==> config.mk <==
export PLATFORM = sky130hd
export DESIGN_NAME = buffer_port_sequencer
export DESIGN_NICKNAME = d
export VERILOG_FILES = /design/src/rtl/buffer_port_sequencer.sv
export SDC_FILE = /design/constraint.sdc
export NUM_CORES = 1
export LEC_CHECK = 0
export CAP_MARGIN = 20
export CORE_MARGIN = 10
export CORE_UTILIZATION = 50
export DETAILED_ROUTE_END_ITERATION = 8
export GPL_TIMING_DRIVEN = 1
export PLACE_DENSITY = 0.85
export SKIP_CTS_REPAIR_TIMING = 1
export SLEW_MARGIN = 0
export SYNTH_ARGS = -nofsm -noshare
export SYNTH_HDL_FRONTEND = slang
export SYNTH_SLANG_ARGS = --single-unit
==> constraint.sdc <==
create_clock -name clk -period 4.2 [get_ports clk]
set_input_delay 0.63 -clock clk [delete_from_list [all_inputs] [get_ports clk]]
set_output_delay 0.63 -clock clk [all_outputs]
set_load 0.05 [all_outputs]
==> src/rtl/buffer_port_sequencer.sv <==
`default_nettype none
//----------------------------------------------------------------------------
// Module  : buffer_port_sequencer
// Purpose : Mode-0 serial initiator moving a word block between a valid/ready
//           stream and the banked memory buffer, one bank per access.
//           Optional BUF_SEQ_CSUM_EN adds a running word checksum port.
// Rev     : 1.0
//----------------------------------------------------------------------------
module buffer_port_sequencer #(
    parameter int N_BUF    = 6,
    parameter int ADDR_RAM = 8,
    parameter int WID      = 16,
    parameter int LEN_W    = 12,
    localparam int BSEL_W  = $clog2(N_BUF + 1)
) (
    input  logic                clk,
    input  logic                rst,
    input  logic                cmd_valid,
    output logic                cmd_ready,
    input  logic                cmd_dir,
    input  logic [BSEL_W-1:0]   cmd_bank,
    input  logic [ADDR_RAM-1:0] cmd_addr,
    input  logic [LEN_W-1:0]    cmd_len,
    input  logic [WID-1:0]      in_data,
    input  logic                in_valid,
    output logic                in_ready,
    output logic [WID-1:0]      out_data,
    output logic                out_valid,
    input  logic                out_ready,
    output logic                mode,
    output logic [BSEL_W-1:0]   m0_w_en,
    output logic [ADDR_RAM-1:0] m0_w_addr,
    output logic [WID-1:0]      m0_w_data,
    output logic [BSEL_W-1:0]   m0_r_en,
    output logic [ADDR_RAM-1:0] m0_r_addr,
    input  logic [WID-1:0]      m0_r_data,
    output logic                busy,
    output logic                done,
`ifdef BUF_SEQ_CSUM_EN
    output logic [WID-1:0]      csum,
    output logic                err
`else
    output logic                err
`endif
);

    localparam logic [2:0] S_IDLE   = 3'd0;
    localparam logic [2:0] S_WR     = 3'd1;
    localparam logic [2:0] S_RD_ISS = 3'd2;
    localparam logic [2:0] S_RD_CAP = 3'd3;
    localparam logic [2:0] S_RD_OUT = 3'd4;
    localparam logic [2:0] S_FIN    = 3'd5;

    localparam logic [BSEL_W-1:0] c_NO_BANK   = BSEL_W'(N_BUF);
    localparam logic [BSEL_W-1:0] c_LAST_BANK = BSEL_W'(N_BUF - 1);

    logic [2:0]          r_state;
    logic [2:0]          w_state_nxt;
    logic [BSEL_W-1:0]   r_bank;
    logic [ADDR_RAM-1:0] r_addr;
    logic [LEN_W-1:0]    r_left;
    logic                r_err;
    logic [BSEL_W-1:0]   r_w_en;
    logic [ADDR_RAM-1:0] r_w_addr;
    logic [WID-1:0]      r_w_data;
    logic [BSEL_W-1:0]   r_r_en;
    logic [ADDR_RAM-1:0] r_r_addr;
    logic [WID-1:0]      r_out_data;

    logic                w_accept;
    logic                w_cmd_bad;
    logic                w_in_hs;
    logic                w_cap;
    logic                w_rd_bus;
    logic [BSEL_W-1:0]   w_bank_next;
    logic [ADDR_RAM-1:0] w_addr_next;
    logic [BSEL_W-1:0]   w_acc_bank;
    logic [ADDR_RAM-1:0] w_acc_addr;

    assign w_accept    = (r_state == S_IDLE) && cmd_valid;
    assign w_cmd_bad   = (cmd_bank >= c_NO_BANK);
    assign w_in_hs     = (r_state == S_WR) && in_valid;
    assign w_cap       = (r_state == S_RD_CAP);
    assign w_rd_bus    = (w_state_nxt == S_RD_ISS) || (w_state_nxt == S_RD_CAP);
    // Address steps only when the bank index wraps back to bank 0.
    assign w_bank_next = (r_bank == c_LAST_BANK) ? '0 : r_bank + BSEL_W'(1);
    assign w_addr_next = (r_bank == c_LAST_BANK) ? r_addr + ADDR_RAM'(1) : r_addr;
    assign w_acc_bank  = (r_state == S_IDLE) ? cmd_bank : r_bank;
    assign w_acc_addr  = (r_state == S_IDLE) ? cmd_addr : r_addr;

    always_ff @(posedge clk) begin
        if (rst) begin
            r_state <= S_IDLE;
        end else begin
            r_state <= w_state_nxt;
        end
    end

    always_comb begin
        w_state_nxt = r_state;
        case (r_state)
            S_IDLE: begin
                if (cmd_valid) begin
                    if (w_cmd_bad || (cmd_len == '0)) w_state_nxt = S_FIN;
                    else if (cmd_dir)                 w_state_nxt = S_RD_ISS;
                    else                              w_state_nxt = S_WR;
                end
            end
            S_WR:     if (in_valid && (r_left == LEN_W'(1))) w_state_nxt = S_FIN;
            S_RD_ISS: w_state_nxt = S_RD_CAP;
            S_RD_CAP: w_state_nxt = S_RD_OUT;
            S_RD_OUT: if (out_ready) w_state_nxt = (r_left == '0) ? S_FIN : S_RD_ISS;
            S_FIN:    w_state_nxt = S_IDLE;
            default:  w_state_nxt = S_IDLE;
        endcase
    end

    always_comb begin
        cmd_ready = 1'b0;
        busy      = 1'b0;
        in_ready  = 1'b0;
        out_valid = 1'b0;
        done      = 1'b0;
        err       = 1'b0;
        case (r_state)
            S_IDLE:   cmd_ready = 1'b1;
            S_WR:     begin busy = 1'b1; in_ready = 1'b1; end
            S_RD_ISS: busy = 1'b1;
            S_RD_CAP: busy = 1'b1;
            S_RD_OUT: begin busy = 1'b1; out_valid = 1'b1; end
            S_FIN:    begin done = 1'b1; err = r_err; end
            default:  cmd_ready = 1'b0;
        endcase
    end

    always_ff @(posedge clk) begin
        if (rst) begin
            r_bank     <= '0;
            r_addr     <= '0;
            r_left     <= '0;
            r_err      <= 1'b0;
            r_w_en     <= c_NO_BANK;
            r_w_addr   <= '0;
            r_w_data   <= '0;
            r_r_en     <= c_NO_BANK;
            r_r_addr   <= '0;
            r_out_data <= '0;
        end else begin
            if (w_accept) begin
                r_bank <= cmd_bank;
                r_addr <= cmd_addr;
                r_left <= cmd_len;
                r_err  <= w_cmd_bad;
            end else if (w_in_hs || w_cap) begin
                r_bank <= w_bank_next;
                r_addr <= w_addr_next;
                r_left <= r_left - LEN_W'(1);
            end
            r_w_en <= w_in_hs ? r_bank : c_NO_BANK;
            if (w_in_hs) begin
                r_w_addr <= r_addr;
                r_w_data <= in_data;
            end
            // Index stays on the bank through capture so the buffer mux keeps selecting it.
            if (w_rd_bus) begin
                r_r_en   <= w_acc_bank;
                r_r_addr <= w_acc_addr;
            end else begin
                r_r_en   <= c_NO_BANK;
            end
            if (w_cap) r_out_data <= m0_r_data;
        end
    end

`ifdef BUF_SEQ_CSUM_EN
    logic [WID-1:0] r_csum;

    always_ff @(posedge clk) begin
        if (rst)            r_csum <= '0;
        else if (w_accept)  r_csum <= '0;
        else if (w_in_hs)   r_csum <= r_csum + in_data;
        else if (w_cap)     r_csum <= r_csum + m0_r_data;
    end

    assign csum = r_csum;
`endif

    assign mode      = 1'b0;
    assign m0_w_en   = r_w_en;
    assign m0_w_addr = r_w_addr;
    assign m0_w_data = r_w_data;
    assign m0_r_en   = r_r_en;
    assign m0_r_addr = r_r_addr;
    assign out_data  = r_out_data;

endmodule
`default_nettype wire
==> results.cfg <==
[status]
status = finished clean

[sta]
tightest_slew_ps = 975
final.setup_skew_ps = 7.51
hold_viol = 0
grt_setup_unrepaired = false
max_slew_margin_pct = 34.8
clock.fmax_mhz = 330
timing.final.crit_share_pct = 72.1
fin_crit_ps = 3030
finalSetupViolCount = 0
slew_viol_final = 0
holdWs_ps = 454
setup_ws_ps = 1170
final.setup.tns_ps = 0

[placed_design]
pre_cts_ws_ps = 1540
place.gp.congestion = 0.897
hpwl_microns = 8400
dpl-instance-area_sq_um = 4970
dpl.cell_count = 626
io_buffers = 120

[final_layout]
multiInputGateArea_sq_um = 1990
area_growth_pct = 36.7
stdcell_count = 642
fin_nets = 602
antenna_cells = 0
drive_gt1_share_pct = 8.66
n_fill_cell = 564
design_area_sq_um = 5200
regArea_sq_um = 1620
fin_util_pct = 71.0

[worst_setup_path]
arrival_ps = 2400
crit_type = reg2out
critPathMaxStageDelay_ps = 800
required_ps = 3570
crit_fanout = 11
crit_path_top_delay_cell = clkdlybuf4s50_1
crit_chain = inv_1, nor3b_1, and2_1, clkdlybuf4s50_1
startpoint_type = flip-flop
crit_path_end_kind = primary output
crit_family = buffers and inverters
critPathBufInv = 2

[floorplan]
std_cell_rows = 31
die_h_microns = 107
die_w_microns = 107
core_sq_um = 7330
die-area_sq_um = 11500
start_util_pct = 51.9
io_pins = 122

[synthesis]
synthArstFlopShare_pct = 0
netlist_area_sq_um = 3810
synth.top_cell.area_share_pct = 42.6
synth_common_cells = nand2_1, dfxtp_1, a21oi_1
netlist_top_cells_area = dfxtp_1, nand2_1, a21oi_1, mux2i_1, nor2_1
syn_inst = 434
yosys_warnings = 0
yosys_register_bits = 81
avgSynthCellArea_sq_um = 8.77
ys_types = 63
yosysMostFrequentCell = nand2_1
synth_edf_count = 0
yosys_most_used_dff = dfxtp_1
synth_fp_nets = 498
yosys.area.top_type = dfxtp_1
seq_area_frac_synth_pct = 42.6

[power]
power_leakage_nw = 1.79
powerDensity_nw_per_um2 = 501
p_total_mw = 2.60
ir_drop_uv = 301

[grt]
grt_remaining_overflow = 0
grt_pass1_wl_microns = 18300
grt.total_usage_pct = 19.5
grt_pass1_vias = 3740
grt_max_degree = 49
grt_antenna_before_repair = 0

[hold_path]
min_path_type = reg2reg

[drt]
drc = 0
ant_nets = 0
drtIter0Drc = 196
first_pass_iters = 5
wl_per_cell_microns = 17.7
vias = 3675
wirelength_microns = 11400
viasPerCell = 5.72

[clocking]
clkTransAtPathRegs_ps = 80
numCtsBuffers = 9
cts-root-buf = clkbuf_8
cts_buffer_depth = 2
cts_tree = built
clk_latency_ps = 350
cts_htree_levels = 3
cts.sinks = 81

[flow_run]
drv_cap = 0
metal layers:
metal  vias up  global-route usage (%)  part of all wire, %
met2       132                    35.0                   52
met1      1747                    21.3                   38
met3        18                    6.05                  8.3
met5         -                       0                    0
li1       1778                       -                    -
met4         0                    6.19                  1.8
final timing paths:
check                                  from           to  slack [ps]  cells past startpoint
worst min register to register  out_data[0]  out_data[0]         450                      2
worst min-delay path            out_data[0]  out_data[0]         450                      2
worst max register to register   r_state[0]   r_state[2]        1900                      4
worst max-delay path             r_state[2]          err        1170                      4
power breakdown:
group / internal [mW] / switching [mW] / leakage (nW)
registers: 0.869 / 0.122 / 0.661
logic: 0.375 / 0.595 / 1.01
clock network: 0.353 / 0.290 / 0.113
total: 1.60 / 1.01 / 1.79
placed cells by master, fill, tap and decap left out, drive strengths merged, types with 6 or more instances in the layout:
cell type        n
clkbuf          10
nor4             9
mux2i           10
a211oi          18
dfxtp           81
nor2            25
a21oi           56
inv              8
nand3            8
nand2           89
and2             6
clkdlybuf4s50  119
o21ai            8
a2111oi          8
nand4            6
registers in the layout (all words and copies together) (netlist names):
signal and flops:
m0_r_en 3, r_left 12, r_addr 8, m0_w_addr 8
m0_w_en 3, r_err 1, m0_w_data 16, r_state 3
out_data 16, r_bank 3, m0_r_addr 8
kinds of logic (layout without fill, tap and decap cells):
group	count (synthesis)	after routing	share of synthesized area (%)
AND/OR/NAND/NOR	175	175	24.2
AO/OA/AOI/OAI	124	124	23.4
flip-flops	81	81	42.6
buffers and inverters	36	145	5.10
multiplexers	11	11	2.93
adder cells (fa/ha/maj)	3	3	0.986
XOR/XNOR	3	3	0.690
other	1	1	0.0985
final cells by class:
| type | instances | share of cell area, % |
|---|---|---|
| multi-input combinational | 317 | 38.3 |
| timing repair buffer | 122 | 23.3 |
| sequential | 81 | 31.2 |
| inverter | 7 | 0.505 |
| tap | 99 | 2.38 |
| clock inverter | 6 | 1.73 |
| clock buffer | 10 | 2.65 |
worst min-delay path: cells and delay by family, from the launching register on:
| family | cells | cell delay, ps |
|---|---|---|
| DFF | 1 | 310 |
| and+or+nand+nor | 1 | 50 |
| AOI/OAI and AO/OA | 1 | 50 |
No activity file was read; power rests on OpenSTA's default activity.
